===== src/rtl/snoop_command_controller.sv =====
// Bus debugger command sequencer: decodes single-byte host commands, drives the
// snooper record/dump controls and arbitrates the shared TX byte stream.
module snoop_command_controller #(
  parameter int unsigned              TIMEOUT_WIDTH = 24,
  parameter logic [TIMEOUT_WIDTH-1:0] DUMP_TIMEOUT  = 24'd16000000
) (
  input  logic       comm_clock,
  input  logic       reset_n,
  input  logic [7:0] rx_data,
  input  logic       rx_available,
  input  logic       rx_error,
  output logic       rx_acknowledge,
  output logic       record_start,
  output logic       record_trigger,
  input  logic       record_end,
  output logic       dump_start,
  input  logic       dump_end,
  input  logic [7:0] snoop_data,
  input  logic       snoop_valid,
  output logic       snoop_ready,
  output logic [7:0] tx_data,
  output logic       tx_valid,
  input  logic       tx_ready,
  output logic       busy
);

  localparam logic [7:0] CMD_RECORD  = 8'h72;
  localparam logic [7:0] CMD_TRIGGER = 8'h74;
  localparam logic [7:0] CMD_STATUS  = 8'h73;
  localparam logic [7:0] CMD_CLEAR   = 8'h63;
  localparam logic [7:0] CMD_DUMP    = 8'h64;

  localparam logic [7:0] RESP_OK      = 8'h6B;
  localparam logic [7:0] RESP_UNKNOWN = 8'h3F;
  localparam logic [7:0] DUMP_HEADER  = 8'h44;
  localparam logic [7:0] TRL_DONE     = 8'h2E;
  localparam logic [7:0] TRL_TIMEOUT  = 8'h21;

  localparam logic [TIMEOUT_WIDTH-1:0] WD_LAST = DUMP_TIMEOUT - TIMEOUT_WIDTH'(1);

  typedef enum logic [2:0] {
    S_IDLE,
    S_EXEC,
    S_RESP,
    S_DUMP_HDR,
    S_DUMP_STREAM,
    S_DUMP_TRL
  } state_t;

  state_t                   state_q, state_d;
  logic [7:0]               cmd_q, cmd_d;
  logic [7:0]               resp_q, resp_d;
  logic                     armed_q, armed_d;
  logic                     captured_q, captured_d;
  logic                     rx_err_q, rx_err_d;
  logic                     timeout_q, timeout_d;
  logic [TIMEOUT_WIDTH-1:0] wd_q, wd_d;
  logic                     ack_d, rec_start_d, rec_trig_d, dump_start_d;

  // State, latched command/response, flags, watchdog and registered pulses
  always_ff @(posedge comm_clock or negedge reset_n) begin
    if (!reset_n) begin
      state_q        <= S_IDLE;
      cmd_q          <= 8'h00;
      resp_q         <= 8'h00;
      armed_q        <= 1'b0;
      captured_q     <= 1'b0;
      rx_err_q       <= 1'b0;
      timeout_q      <= 1'b0;
      wd_q           <= '0;
      rx_acknowledge <= 1'b0;
      record_start   <= 1'b0;
      record_trigger <= 1'b0;
      dump_start     <= 1'b0;
      busy           <= 1'b0;
    end else begin
      state_q        <= state_d;
      cmd_q          <= cmd_d;
      resp_q         <= resp_d;
      armed_q        <= armed_d;
      captured_q     <= captured_d;
      rx_err_q       <= rx_err_d;
      timeout_q      <= timeout_d;
      wd_q           <= wd_d;
      rx_acknowledge <= ack_d;
      record_start   <= rec_start_d;
      record_trigger <= rec_trig_d;
      dump_start     <= dump_start_d;
      busy           <= (state_d != S_IDLE);
    end
  end

  // Next-state, flag and pulse logic
  always_comb begin
    state_d      = state_q;
    cmd_d        = cmd_q;
    resp_d       = resp_q;
    armed_d      = armed_q;
    captured_d   = captured_q;
    rx_err_d     = rx_err_q;
    timeout_d    = timeout_q;
    wd_d         = wd_q;
    ack_d        = 1'b0;
    rec_start_d  = 1'b0;
    rec_trig_d   = 1'b0;
    dump_start_d = 1'b0;

    // Asynchronous events first so that command decode below can override them
    if (record_end) begin
      captured_d = 1'b1;
      armed_d    = 1'b0;
    end
    if (rx_error) begin
      rx_err_d = 1'b1;
    end

    unique case (state_q)
      S_IDLE: begin
        if (rx_available) begin
          cmd_d   = rx_data;
          ack_d   = 1'b1;
          state_d = S_EXEC;
        end
      end

      S_EXEC: begin
        state_d = S_RESP;
        unique case (cmd_q)
          CMD_RECORD: begin
            rec_start_d = 1'b1;
            armed_d     = 1'b1;
            captured_d  = 1'b0;
            resp_d      = RESP_OK;
          end
          CMD_TRIGGER: begin
            rec_trig_d = 1'b1;
            resp_d     = RESP_OK;
          end
          CMD_STATUS: begin
            resp_d = {4'hA, timeout_q, rx_err_q, captured_q, armed_q};
          end
          CMD_CLEAR: begin
            // A framing error arriving in the same cycle is still recorded
            rx_err_d  = rx_error;
            timeout_d = 1'b0;
            resp_d    = RESP_OK;
          end
          CMD_DUMP: begin
            resp_d  = DUMP_HEADER;
            state_d = S_DUMP_HDR;
          end
          default: begin
            resp_d = RESP_UNKNOWN;
          end
        endcase
      end

      S_RESP: begin
        if (tx_ready) begin
          state_d = S_IDLE;
        end
      end

      S_DUMP_HDR: begin
        if (tx_ready) begin
          dump_start_d = 1'b1;
          wd_d         = '0;
          state_d      = S_DUMP_STREAM;
        end
      end

      S_DUMP_STREAM: begin
        if (dump_end) begin
          resp_d  = TRL_DONE;
          state_d = S_DUMP_TRL;
        end else if (wd_q == WD_LAST) begin
          timeout_d = 1'b1;
          resp_d    = TRL_TIMEOUT;
          state_d   = S_DUMP_TRL;
        end else begin
          wd_d = wd_q + TIMEOUT_WIDTH'(1);
        end
      end

      S_DUMP_TRL: begin
        if (tx_ready) begin
          state_d = S_IDLE;
        end
      end

      default: begin
        state_d = S_IDLE;
      end
    endcase
  end

  // TX arbitration: own bytes from resp_q, snooper stream passed straight through
  always_comb begin
    tx_data     = 8'h00;
    tx_valid    = 1'b0;
    snoop_ready = 1'b0;
    unique case (state_q)
      S_RESP, S_DUMP_HDR, S_DUMP_TRL: begin
        tx_data  = resp_q;
        tx_valid = 1'b1;
      end
      S_DUMP_STREAM: begin
        tx_data     = snoop_data;
        tx_valid    = snoop_valid;
        snoop_ready = tx_ready;
      end
      default: begin
      end
    endcase
  end

endmodule


===== config.mk =====
export PLATFORM = sky130hd
export DESIGN_NAME = snoop_command_controller
export DESIGN_NICKNAME = d
export VERILOG_FILES = /design/src/rtl/snoop_command_controller.sv
export SDC_FILE = /design/constraint.sdc
export NUM_CORES = 1
export LEC_CHECK = 0
export ABC_AREA = 1
export BUFFER_PORTS_ARGS = -buffer_cell sky130_fd_sc_hd__buf_2
export CAP_MARGIN = 20
export CORE_ASPECT_RATIO = 0.7
export CORE_UTILIZATION = 50
export DETAILED_ROUTE_END_ITERATION = 12
export GPL_TIMING_DRIVEN = 0
export MAX_ROUTING_LAYER = met4
export PLACE_DENSITY = 0.72
export SKIP_CTS_REPAIR_TIMING = 1
export SYNTH_ARGS = -nofsm -noshare
export SYNTH_HDL_FRONTEND = slang
export SYNTH_SLANG_ARGS = --single-unit

===== constraint.sdc =====
create_clock -name comm_clock -period 2.6 [get_ports comm_clock]
set_clock_uncertainty 0.15 [all_clocks]
set_input_delay 0.26 -clock comm_clock [delete_from_list [all_inputs] [get_ports comm_clock]]
set_output_delay 0.26 -clock comm_clock [all_outputs]
set_load 0.05 [all_outputs]

# Yosys cells after proc, flatten, opt, wreduce, memory -nomap -nowiden
# Index checks and enable logic that the tools add are counted.
dict set report totals {
  latchBits 0
  ram_bits 0
  mem_count 0
  regBits 52
  romBits 0
  input_bits 24
}
dict set report op_classes {
  shifts 0
  n_reduce_logical 11
  n_mul 0
  n_bitwise 0
  div 0
  n_addsub 1
  n_mux 39
  eq_ne 17
  n_lt_le_gt_ge 0
}
# cell n
set op_table {}
lappend op_table {{two-way mux 24 bit} 3}
lappend op_table {{one-hot mux 24 bit (2 select lines)} 1}
lappend op_table {{equality test 8 x 7 -> 1 bit (second input constant)} 5}
lappend op_table {{one-hot mux 8 bit (2 select lines)} 2}
lappend op_table {{adder 24 x 1 -> 24 bit (second input constant)} 1}
lappend op_table {{equality test 24 bit (second input constant)} 1}
lappend op_table {{one-hot mux 8 bit (3 select lines)} 1}
lappend op_table {{two-way mux 1 bit} 22}
lappend op_table {{two-way mux 8 bit} 2}
lappend op_table {{two-way mux 3 bit} 5}
lappend op_table {{one-hot mux 3 bit (5 select lines)} 1}
lappend op_table {{!= test 2 bit (second input constant)} 5}
lappend op_table {{AND reduction 4 bit} 2}
lappend op_table {{equality test 3 x 2 -> 1 bit (second input constant)} 2}
lappend op_table {{equality test 3 bit (second input constant)} 2}
lappend op_table {{OR reduction 3 bit} 2}
lappend op_table {{one-hot mux 1 bit (2 select lines)} 2}
lappend op_table {{AND reduction 2 bit} 2}
lappend op_table {{nonzero test 2 bit} 2}
lappend op_table {{equality test 3 x 1 -> 1 bit (second input constant)} 1}
lappend op_table {{logical NOT 3 bit} 1}
lappend op_table {{!= test 3 bit (second input constant)} 1}
lappend op_table {{nonzero test 3 bit} 1}
lappend op_table {{OR reduction 2 bit} 1}

# Depth between registers and ports, before layout
dict set report logic_depth {
  depth_word 5
  ltp_mapped 10
  depth_no_buf 10
}

# Worst setup path before layout
# Ideal clock, no wire load.
dict set report synth_timing {
  path_kind {register to output}
  from {register state_q[1]}
  to {output tx_data[0]}
  n_path_buf 0
  stages_incl_launch_ff 6
  t_required_ns 2.190
  t_arrival_ns 1.857
  slack_ns 0.333
  cell_sequence {dfrtp_1 > inv_1 > nand2_1 > nand2_1 > o21ai_1 > o21ai_0}
}
dict set report synth_via {
  elab_chain_cells 3
  elab_cells_between_ends 6
  classes_between {eq/ne: 4; mux: 1; reduce/logical: 1}
}
# item line
set synth_rtl {}
lappend synth_rtl {{start, declared} 50} ;# state_t state_q, state_d;
lappend synth_rtl {{start signal, assigned} 77} ;# state_q <= state_d;
lappend synth_rtl {{equality test 3 bit / equality test 3 x 2 -> 1 bit (equally long branches)} 202} ;# unique case (state_q)
lappend synth_rtl {{OR reduction 3 bit} 202}
lappend synth_rtl {{one-hot mux 8 bit (2 select lines) *} 202}
lappend synth_rtl {{end, declared} 21} ;# output logic [7:0] tx_data,
# Every way passes the cells marked *; elsewhere a longest branch is shown, timed or not.

# Worst setup path after layout
dict set report layout_timing {
  from {register state_q[1]}
  to {output tx_data[7]}
}
# Same word-level chain as after synthesis.

==> key figures <==
Yosys
  – Number of flops mapped to enable cells by yosys: 0
  – Register bit count reported by yosys: 52
  – Synthesis Warnings: 0
  – Most used flip-flop cell after synthesis: dfrtp_1
  – Netlist cell types: 30
  – Post-synthesis cell count: 444
  – Mapped Area: 3142 µm²
  – Area contributors post-synth: dfrtp_1 41%, nand2_1 18%, nor2_1 7.0%
  – Post-Syn Area per Cell: just over 7 µm²
  – Synth cell count leaders: 151 x nand2_1, 59 x nor2_1, 52 x dfrtp_1, 46 x inv_1, 36 x nand3_1
  – Sequential-to-total area share from yosys stat: between 40% and 50%
  – Cell taking the most area after synthesis: dfrtp_1
  – Net Count, Synth: 469
  – Async set-or-reset flop fraction in the synthesized netlist: 100.0%
  – Share of the synthesized area in the top cell type: 41.42%
  – Count leader, synth: nand2_1

Run status
  – Status: finished with violations
  – Failing checks: negative hold slack

Global route
  – Vias in the first global route: 2,573
  – Met1 Track Usage GR: 38.90%
  – Antenna violations before repair: 0
  – Total gr overflow: 0
  – Largest net degree at the start of global routing: 40
  – Met2 Track Usage GR: 33.54%
  – First-pass GRT wire length: 12,540 µm
  – Total track usage: between 20% and 30%
  – Met3 GRT Util: 3.779%
  – Busiest grt layer: met1

Drt
  – DR WL/cell: 13.27 µm
  – Drt total wl: 7538 µm
  – Via/cell ratio: ~5.2
  – DR iter-0 viols: 218
  – Total number of vias: slightly below 3,000
  – Remaining DRCs: 0
  – Final ANT Viol Nets: 0
  – First-pass iteration count of the detailed router: 5

Placed design
  – Buffers on Ports: 38
  – HPWL after detailed placement: about 5700 µm
  – Final weighted congestion in routability-driven placement: around 0.91

Critical path
  – Worst EP required: about 2.2 ns
  – Critical path cell sequence: nor2_4 -> nand2_4 -> inv_2 -> nand2_1 -> o21ai_0 -> buf_2
  – Startpoint types: flop
  – Crit Path Category: reg -> out
  – Critical path endpoint category: output port
  – Slowest stage cell, crit path: dfrtp_1
  – Worst path arrival time: 1.77 ns
  – Max stage delay on crit path: approximately 0.47 ns
  – Critical Path Fanout Max: 15

Clock tree
  – CTS tree: yes
  – Clock Pin Slew Worst Setup and Hold Paths: 0.10 ns
  – H-tree lvl count: 2
  – Clock sinks: 52
  – Clk_lat worst skew: between 0.3 and 0.4 ns
  – Number of buffers created by CTS: 5
  – Root Driver: clkbuf_8
  – CTS Buffer Depth: 2

STA
  – Worst-Margin Slew: 0.5538 ns
  – Fmax: 458.9 MHz
  – Slew margin rel.: 63.08%
  – Max-slew violations: 0
  – Post-route setup TNS: 0 ns
  – Final period utilization: approximately 84%
  – Final hold vios: 2
  – WHS: -0.002149 ns
  – Final Setup Violations: 0
  – Tmin final: 2.179 ns
  – RSZ-0062 raised after global routing: false

Floorplanning
  – Rows: 23
  – IO Pins: 39
  – Die Area: 6610 µm²
  – Die Wd: 96.75 µm
  – Die height: 68.32 µm
  – Core Region: 5899 µm²
  – Initial Util: between 50% and 60%

Power and ir drop
  – Power Density: roughly 860 nW/µm²
  – Maximum VDD drop: 0.5025 mV
  – Leakage: 1.675 nW

Final layout
  – Area Overhead vs Synth: 14.22%
  – Diodes inserted: 0
  – Final core utilization: between 60 and 70%
  – Total Nets Final: roughly 520
  – Share of cells above drive strength 1: between 10% and 20%

Run
  – Max Cap Violations: 0

Hold path
  – Hold WC Path Type: in -> reg
## metal layers
layer,vias up,part of all wire [%]
met5,-,0
met4,0,0.86
met3,9,7.0
met2,111,38
met1,1335,54
li1,1515,-
## worst max-delay path: cells and delay by family, from the launching register on
family | cells | cell delay (ns)
DFF | 1 | 0.47
buffers and inverters | 2 | 0.52
AOI/OAI and AO/OA | 1 | 0.08
and+or+nand+nor | 3 | 0.38
## report_power, final
group | switching [mW] | internal [mW]
registers | 0.0965 | 0.970
logic | 1.05 | 0.376
clock network | 0.291 | 0.291
## flip-flops by register name, indices dropped and copies added (netlist names), 3 cells and up
signal	count
state_q	3
wd_q	24
cmd_q	8
resp_q	8
## cell usage in the layout (no fill, tap or decap), drive strengths merged
cell | synthesis | final
inv | 50 | 50
a21oi | 4 | 4
buf | 6 | 45
nand3 | 37 | 37
a211oi | 1 | 1
o21bai | 3 | 3
or2 | 1 | 1
dlygate4sd3 | 0 | 3
ha | 1 | 1
clkinv | 0 | 2
o21ai | 43 | 43
dfrtp | 52 | 52
a31o | 1 | 1
nor4 | 1 | 1
nand3b | 2 | 2
clkbuf | 3 | 7
nand4 | 9 | 9
xnor2 | 1 | 1
bufinv | 0 | 1
o22ai | 4 | 4
xor2 | 5 | 5
nor3 | 1 | 1
nor2 | 64 | 64
nand2 | 155 | 155
## cell type report
| cell class | instances | area (µm²) |
|---|---|---|
| Clock inverter | 3 | 47.55 |
| Sequential cell | 52 | 1301 |
| Timing Repair Buffer | 42 | 240.2 |
| Buffer | 8 | 62.56 |
| Multi-Input combinational cell | 333 | 1584 |
| Tap cell | 75 | 93.84 |
| Fill cell | 553 | 2311 |
| Clock buffer | 5 | 68.82 |
| Inverter | 50 | 190.2 |
## final timing paths
check,from,end,slack (ns),cells past startpoint
min in group asynchronous,reset_n,wd_q[22],0.23,2
hold reg to reg,cmd_q[6],cmd_q[6],0.34,2
setup reg to reg,wd_q[0],wd_q[15],0.50,9
setup / recovery,state_q[1],tx_data[7],0.42,6
max in group asynchronous,reset_n,resp_q[0],1.55,3
hold / removal,rx_data[5],cmd_q[5],-0.002,3
## logic make-up after synthesis
family / Yosys count / share of synthesized area [%]
XOR/XNOR: 6 / 1.673
adder cells (fa/ha/maj): 1 / 0.3982
buffers and inverters: 59 / 8.164
flip-flops: 52 / 41.42
AO/OA/AOI/OAI: 56 / 11.31
AND/OR/NAND/NOR: 270 / 37.04
## through the flow
step	instances	power [mW]	cell area (µm²)	setup WS (ns)	hold slack, ns
after global routing	568	3.289	3588	0.2456	0.003128
after CTS	566	3.092	3562	0.1195	-0.3026
after floorplan	444	2.163	3142	0.3330	-0.1856
after global placement	557	2.487	3426	0.5243	0.3088
final	568	3.076	3588	0.4211	-0.002149
after detailed placement	558	2.509	3446	0.4827	0.03867
Power figures use the tool's default switching activity.
